[src/rtl/shiftleds_pkg.sv]
// Shared encodings for the multimode shift-LED block.
// Mode, colour and ping-pong direction types plus default sizes.
package shiftleds_pkg;

  localparam int NB_LEDS_DEF  = 4;
  localparam int NB_COUNT_DEF = 14;

  typedef enum logic [1:0] {
    MODE_ROTATE   = 2'b00,
    MODE_PINGPONG = 2'b01,
    MODE_FLASH    = 2'b10,
    MODE_HOLD     = 2'b11
  } mode_e;

  typedef enum logic [1:0] {
    COLOR_R   = 2'b00,
    COLOR_G   = 2'b01,
    COLOR_B   = 2'b10,
    COLOR_OFF = 2'b11
  } color_e;

  typedef enum logic {
    PP_UP   = 1'b0,
    PP_DOWN = 1'b1
  } pp_dir_e;

endpackage

[src/rtl/shiftleds_multimode_if.sv]
// Switch-side controls and LED-side outputs of the shift-LED block.
// master drives the switches, slave is the LED engine.
interface shiftleds_multimode_if #(
  parameter int NB_LEDS = 4
);

  logic               i_enable;
  logic [1:0]         i_sel_limit;
  logic [1:0]         i_mode;
  logic               i_dir;
  logic [1:0]         i_color;
  logic [NB_LEDS-1:0] o_led;
  logic [NB_LEDS-1:0] o_led_r;
  logic [NB_LEDS-1:0] o_led_g;
  logic [NB_LEDS-1:0] o_led_b;
  logic               o_tick;

  modport master (
    output i_enable,
    output i_sel_limit,
    output i_mode,
    output i_dir,
    output i_color,
    input  o_led,
    input  o_led_r,
    input  o_led_g,
    input  o_led_b,
    input  o_tick
  );

  modport slave (
    input  i_enable,
    input  i_sel_limit,
    input  i_mode,
    input  i_dir,
    input  i_color,
    output o_led,
    output o_led_r,
    output o_led_g,
    output o_led_b,
    output o_tick
  );

endinterface

[src/rtl/shiftleds_prescaler.sv]
// Free-running prescaler with four selectable wrap limits.
// tick is high on the last count of each period.
module shiftleds_prescaler
  import shiftleds_pkg::*;
#(
  parameter int NB_COUNT = NB_COUNT_DEF,
  parameter int LIMIT_0  = 1023,
  parameter int LIMIT_1  = 2047,
  parameter int LIMIT_2  = 4095,
  parameter int LIMIT_3  = 8191
) (
  input  logic       clock,
  input  logic       i_reset,
  input  logic       enable,
  input  logic [1:0] sel_limit,
  output logic       tick
);

  localparam logic [NB_COUNT-1:0] LIM0 = NB_COUNT'(LIMIT_0);
  localparam logic [NB_COUNT-1:0] LIM1 = NB_COUNT'(LIMIT_1);
  localparam logic [NB_COUNT-1:0] LIM2 = NB_COUNT'(LIMIT_2);
  localparam logic [NB_COUNT-1:0] LIM3 = NB_COUNT'(LIMIT_3);

  logic [NB_COUNT-1:0] counter;
  logic [NB_COUNT-1:0] limit;

  // Limit mux; >= lets a lowered limit force an immediate wrap.
  always_comb begin
    limit = LIM0;
    unique case (sel_limit)
      2'd0: limit = LIM0;
      2'd1: limit = LIM1;
      2'd2: limit = LIM2;
      2'd3: limit = LIM3;
    endcase
  end

  assign tick = enable && (counter >= limit);

  // Count while enabled, clear on wrap.
  always_ff @(posedge clock or negedge i_reset) begin
    if (!i_reset) begin
      counter <= '0;
    end else if (enable) begin
      counter <= tick ? '0 : counter + NB_COUNT'(1);
    end
  end

endmodule

[src/rtl/shiftleds_multimode.sv]
// Multimode shift-LED engine: rotate, ping-pong, flash, hold.
// Pattern advances on prescaler ticks and is routed to one colour.
module shiftleds_multimode
  import shiftleds_pkg::*;
#(
  parameter int NB_LEDS  = NB_LEDS_DEF,
  parameter int NB_COUNT = NB_COUNT_DEF,
  parameter int LIMIT_0  = 1023,
  parameter int LIMIT_1  = 2047,
  parameter int LIMIT_2  = 4095,
  parameter int LIMIT_3  = 8191
) (
  input  logic clock,
  input  logic i_reset,
  shiftleds_multimode_if.slave bus
);

  localparam logic [NB_LEDS-1:0] PAT_ONE =
    {{(NB_LEDS-1){1'b0}}, 1'b1};

  logic               tick;
  logic [NB_LEDS-1:0] pattern;
  logic [NB_LEDS-1:0] pattern_nxt;
  pp_dir_e            pp_dir;
  pp_dir_e            pp_dir_nxt;
  logic               one_hot;
  mode_e              mode;
  logic [NB_LEDS-1:0] led_r;
  logic [NB_LEDS-1:0] led_g;
  logic [NB_LEDS-1:0] led_b;

  shiftleds_prescaler #(
    .NB_COUNT (NB_COUNT),
    .LIMIT_0  (LIMIT_0),
    .LIMIT_1  (LIMIT_1),
    .LIMIT_2  (LIMIT_2),
    .LIMIT_3  (LIMIT_3)
  ) u_prescaler (
    .clock     (clock),
    .i_reset   (i_reset),
    .enable    (bus.i_enable),
    .sel_limit (bus.i_sel_limit),
    .tick      (tick)
  );

  assign mode    = mode_e'(bus.i_mode);
  assign one_hot = (pattern != '0) &&
                   ((pattern & (pattern - PAT_ONE)) == '0);

  // Pattern state register, advanced only by the tick.
  always_ff @(posedge clock or negedge i_reset) begin
    if (!i_reset) begin
      pattern <= PAT_ONE;
      pp_dir  <= PP_UP;
    end else begin
      pattern <= pattern_nxt;
      pp_dir  <= pp_dir_nxt;
    end
  end

  // Next pattern; shifting modes first recover a one-hot value.
  always_comb begin
    pattern_nxt = pattern;
    pp_dir_nxt  = pp_dir;
    if (tick) begin
      unique case (mode)
        MODE_ROTATE: begin
          if (!one_hot) begin
            pattern_nxt = PAT_ONE;
            pp_dir_nxt  = PP_UP;
          end else if (bus.i_dir) begin
            pattern_nxt = {pattern[0], pattern[NB_LEDS-1:1]};
          end else begin
            pattern_nxt = {pattern[NB_LEDS-2:0], pattern[NB_LEDS-1]};
          end
        end
        MODE_PINGPONG: begin
          if (!one_hot) begin
            pattern_nxt = PAT_ONE;
            pp_dir_nxt  = PP_UP;
          end else if (pp_dir == PP_UP && pattern[NB_LEDS-1]) begin
            pp_dir_nxt  = PP_DOWN;
            pattern_nxt = pattern >> 1;
          end else if (pp_dir == PP_DOWN && pattern[0]) begin
            pp_dir_nxt  = PP_UP;
            pattern_nxt = pattern << 1;
          end else if (pp_dir == PP_UP) begin
            pattern_nxt = pattern << 1;
          end else begin
            pattern_nxt = pattern >> 1;
          end
        end
        MODE_FLASH: begin
          pattern_nxt = (&pattern) ? '0 : '1;
        end
        MODE_HOLD: begin
          pattern_nxt = pattern;
        end
      endcase
    end
  end

  // Colour routing, registered every clock regardless of enable.
  always_ff @(posedge clock or negedge i_reset) begin
    if (!i_reset) begin
      led_r <= '0;
      led_g <= '0;
      led_b <= '0;
    end else begin
      led_r <= (bus.i_color == COLOR_R) ? pattern : '0;
      led_g <= (bus.i_color == COLOR_G) ? pattern : '0;
      led_b <= (bus.i_color == COLOR_B) ? pattern : '0;
    end
  end

  assign bus.o_led   = pattern;
  assign bus.o_led_r = led_r;
  assign bus.o_led_g = led_g;
  assign bus.o_led_b = led_b;
  assign bus.o_tick  = tick;

endmodule

[src/flat_wrapper.sv]
// flat-port wrapper written by rule: the top's interface ports become plain ports
module shiftleds_multimode_flat import shiftleds_pkg::*;
#(
  parameter int NB_LEDS  = NB_LEDS_DEF,
  parameter int NB_COUNT = NB_COUNT_DEF,
  parameter int LIMIT_0  = 1023,
  parameter int LIMIT_1  = 2047,
  parameter int LIMIT_2  = 4095,
  parameter int LIMIT_3  = 8191
)
  (clock, i_reset, bus_i_enable, bus_i_sel_limit, bus_i_mode, bus_i_dir, bus_i_color, bus_o_led, bus_o_led_r, bus_o_led_g, bus_o_led_b, bus_o_tick);
  shiftleds_multimode_if #(.NB_LEDS(NB_LEDS)) bus_i ();
  input  logic clock;
  input  logic i_reset;
  input wire logic [$bits(bus_i.i_enable)-1:0] bus_i_enable;
  input wire logic [$bits(bus_i.i_sel_limit)-1:0] bus_i_sel_limit;
  input wire logic [$bits(bus_i.i_mode)-1:0] bus_i_mode;
  input wire logic [$bits(bus_i.i_dir)-1:0] bus_i_dir;
  input wire logic [$bits(bus_i.i_color)-1:0] bus_i_color;
  output wire logic [$bits(bus_i.o_led)-1:0] bus_o_led;
  output wire logic [$bits(bus_i.o_led_r)-1:0] bus_o_led_r;
  output wire logic [$bits(bus_i.o_led_g)-1:0] bus_o_led_g;
  output wire logic [$bits(bus_i.o_led_b)-1:0] bus_o_led_b;
  output wire logic [$bits(bus_i.o_tick)-1:0] bus_o_tick;
  assign bus_i.i_enable = bus_i_enable;
  assign bus_i.i_sel_limit = bus_i_sel_limit;
  assign bus_i.i_mode = bus_i_mode;
  assign bus_i.i_dir = bus_i_dir;
  assign bus_i.i_color = bus_i_color;
  assign bus_o_led = bus_i.o_led;
  assign bus_o_led_r = bus_i.o_led_r;
  assign bus_o_led_g = bus_i.o_led_g;
  assign bus_o_led_b = bus_i.o_led_b;
  assign bus_o_tick = bus_i.o_tick;
  shiftleds_multimode #(.NB_LEDS(NB_LEDS), .NB_COUNT(NB_COUNT), .LIMIT_0(LIMIT_0), .LIMIT_1(LIMIT_1), .LIMIT_2(LIMIT_2), .LIMIT_3(LIMIT_3)) u_core (.clock(clock), .i_reset(i_reset), .bus(bus_i));
endmodule
[config.mk]
export PLATFORM = sky130hd
export DESIGN_NAME = shiftleds_multimode_flat
export DESIGN_NICKNAME = d
export VERILOG_FILES = /design/src/rtl/shiftleds_pkg.sv /design/src/rtl/shiftleds_multimode_if.sv /design/src/rtl/shiftleds_prescaler.sv /design/src/rtl/shiftleds_multimode.sv /design/src/flat_wrapper.sv
export SDC_FILE = /design/constraint.sdc
export NUM_CORES = 1
export LEC_CHECK = 0
export CORE_MARGIN = 8
export CORE_UTILIZATION = 50
export CTS_BUF_LIST = sky130_fd_sc_hd__clkbuf_2 sky130_fd_sc_hd__clkbuf_4 sky130_fd_sc_hd__clkbuf_8
export DETAILED_ROUTE_END_ITERATION = 8
export GPL_ROUTABILITY_DRIVEN = 0
export GPL_TIMING_DRIVEN = 0
export MAX_ROUTING_LAYER = met4
export PLACE_DENSITY_LB_ADDON = 0.25
export SLEW_MARGIN = 10
export SYNTH_ARGS = -nofsm -noshare
export SYNTH_HDL_FRONTEND = slang
export SYNTH_HIERARCHICAL = 1
export SYNTH_SLANG_ARGS = --single-unit
[constraint.sdc]
create_clock -name clock -period 2.05 [get_ports clock]
set_input_delay 0.41 -clock clock [delete_from_list [all_inputs] [get_ports clock]]
set_output_delay 0.41 -clock clock [all_outputs]
set_load 0.005 [all_outputs]
==> run summary <==
Initial core utilization - 52.49%
Yosys top cell area share - 42.52%
Remaining DRCs - 0
Footprint of the multi-input gates - 988.4 sq um
Leak pwr - 1.071 nW
Clock root buffer - clkbuf_4
Clk buf depth - 2
Htree depth - 2
Actual slew at the worst max-slew pin - 0.6890 ns
Max-cap violations - 0
Fmax - 430.1 MHz
Most frequent cells in the layout - dfrtp_1 (30), nor2_1 (22), clkdlybuf4s50_1 (21)
Cell variety after synth - 48
RSZ-0062 raised after global routing - true
CORE AREA - 3363 sq um
Filler cell count - 268
CP top delay family - simple AND/OR/NAND/NOR gates
Hold Crit Class - input pin to async pin
Largest cells by area after synthesis - dfrtp_1 (43%), ha_1 (5.7%), nor2_1 (4.9%)
Post-DR wirelength/cell - 15.58 um
# port buffers - 26
Post-CTS Hold Buffers - 0
Width of the die - 75.42 um
CP max-delay cell - or4_4
Worst Setup Start Kind - flip-flop
Worst-Skew Late Latency - 0.33 ns
Global-route wire length before repair - 6.962 mm
CP cell instances - ha_4 -> nand4b_1 -> or4_4 -> o21ai_4 -> buf_6
DRT iter0 DRCs - 120
Failing checks - setup timing
Initial antenna violation count - 0
TritonCTS buffer count - 5
Hold WS - 0.1084 ns
Total Routing Usage GR - 16.93%
Synth async-reset ratio - 100.0%
Synthesized area - 1765 sq um
P_int - 1.035 mW
CP Launch Point - u_core/u_prescaler/counter[12]$_DFFE_PN0P_
Slew Limit Fails - 0
Critical path class - flip-flop to output pin
Storage cell area - 777.0 sq um
Row cnt - 21
Final core occ - 70.57%
Number of flops mapped to enable cells by yosys - 0
Clock transition at path regs - 0.10 ns
Worst R2R Path Depth - 9
Most used flip-flop cell after synthesis - dfrtp_1
Final Cycle Share - 113.4%
Ys Warns - 6
P_sw - 383.9 uW
Critical Path Sink - bus_o_tick
Highest metal used - met4
Vias/cell - 5.580
CP Data Arrival Time - 1.91 ns
Critical path depth - 5
Switching Fraction - 27.06%
Worst-path maximum fanout - 2
Final total power - 1.419 mW
Die ar. - 5688 sq um
Combinational share of power - 14.2%
HPWL after detailed placement - 2.960 mm
Syn Nets - 197
Min Tclk post-route - 2.325 ns
R2R Path End - u_core/pp_dir$_DFFE_PN0P_
Crit Reg-Reg Startpoint - u_core/u_prescaler/counter[12]$_DFFE_PN0P_
Post-Place Cell Area - 2147 sq um
Die height - 75.42 um
Met1 wire length - 1.699 mm
Vias in the first global route - 1,518
#FFs+latches synth - 31
CP Capture Type - output pin
Post-Route WL - 4.270 mm
Post-route design area - 2374 sq um
Layout Skew - 0.006380 ns
IO Pins - 27
Layout cell share with drive strength beyond 1 - 22.81%
Cell taking the most area after synthesis - dfrtp_1
Layout area overhead - 34.44%
Final Hold Viols - 0
# setup viols final - 9
Post-route ant nets - 0
Pwr dens - 597.8 nW/um^2
Slew margin rel. - 54.06%
Vias - 1,529
DR WL met2 - 2.320 mm
Commonest non-fill, non-tap cell in the layout - dfrtp_1
Sequential power share - 50.4%
Layout Nets - 245
Critical path required time - 1.64 ns
Remaining global-route overflow - 0
R2R setup slack - -0.23 ns
Status - finished, violations left
Ant. Diodes - 0
Largest net degree at the start of global routing - 32
WL met3 - 138 um
# clock sinks - 31
Peak supply drop - 0.3879 mV
CP max stage delay - 0.55 ns
Avg Inst Size Synth - 9.863 sq um
Final WS setup - -0.2749 ns
Synthesized instance count - 179
Total iterations of the first detailed-routing run - 4
Worst Path Buf+Inv - 1
Register area share after synthesis - 44.01%
Clk pwr share - 35.5%
CTS tree - built
## flip-flops by register name, summed over array words and instances, names as in the netlist
register	flops
u_core/bus.o_led	4
u_core/pp_dir	1
u_core/bus.o_led_r	4
u_core/bus.o_led_g	4
u_core/u_prescaler/counter	14
u_core/bus.o_led_b	4
## per-layer routing
layer | up-vias | global-route usage [%]
met5 | - | -
met3 | 13 | 4.605
met4 | 0 | 8.955
li1 | 723 | -
met2 | 37 | 28.76
met1 | 756 | 17.52
## power by group through the flow
stage | combinational (mW) | clock [mW] | sequential (mW)
final | 0.201 | 0.503 | 0.715
after floorplan | 0.113 | 0 | 0.718
after global placement | 0.168 | 0 | 0.727
after global routing | 0.224 | 0.549 | 0.722
after detailed placement | 0.175 | 0 | 0.732
after CTS | 0.199 | 0.513 | 0.716
## cells in the mapped netlist, drive strengths merged, types with 5 or more instances
master  instances
nand2          12
o21ai           6
xor2            7
ha              8
dfrtp          30
o31ai           5
inv             6
nand2b          5
buf             7
and2           11
xnor2           5
nor2           23
nand4           7
## what timing repair did
item | CTS | global route
setup buffers | 9 | 7
gates resized for setup | 13 | 5
gates cloned | 0 | 0
setup endpoints to repair | 17 | 6
pin swaps | 3 | 3
## metrics by stage
| step | std cells | setup TNS (ns) | setup WS [ns] |
|---|---|---|---|
| 3_5_place_dp | 251 | -11.06 | -1.207 |
| 6_report | 274 | -1.221 | -0.2749 |
| 2_1_floorplan | 179 | -0.06967 | -0.06174 |
| 3_3_place_gp | 251 | -10.13 | -1.176 |
| 5_1_grt | 274 | -1.717 | -0.3333 |
| 4_1_cts | 268 | -1.307 | -0.3259 |
## worst min-delay path by stage
stage / start / end / slack (ns) / cells past startpoint
5_1_grt: i_reset / u_core/bus.o_led_b[1]$_DFF_PN0_ / 0.13 / 1
4_1_cts: i_reset / u_core/bus.o_led_b[1]$_DFF_PN0_ / 0.12 / 1
3_5_place_dp: i_reset / u_core/bus.o_led_r[1]$_DFF_PN0_ / 0.49 / 1
3_3_place_gp: u_core/u_prescaler/counter[13]$_DFFE_PN0P_ / u_core/u_prescaler/counter[13]$_DFFE_PN0P_ / 0.52 / 2
6_report: i_reset / u_core/bus.o_led_b[1]$_DFF_PN0_ / 0.11 / 1
2_1_floorplan: i_reset / u_core/bus.o_led[1]$_DFFE_PN0P_ / 0.11 / 0
## kinds of logic (layout without fill, tap and decap cells)
logic type	count (synthesis)	after routing	synth area share [%]
DFF	31	31	44.01
muxes	2	2	1.134
buffers and inverters	13	62	4.748
and+or+nand+nor	84	84	27.00
AOI/OAI and AO/OA	29	29	11.48
xor gates and xnor gates	12	12	5.953
adders and majority gates	8	8	5.670
## area by class of cell
cell class / instances / area share (%)
Buffer: 6 / 2.425
Clock buffer: 6 / 2.161
Clock inverter: 2 / 1.476
Inverter: 6 / 0.9489
Multi-Input combinational cell: 135 / 41.64
Sequential cell: 31 / 32.74
Tap cell: 46 / 2.425
Timing Repair Buffer: 42 / 16.18
Note: power is estimated with default switching activity, not from simulation.
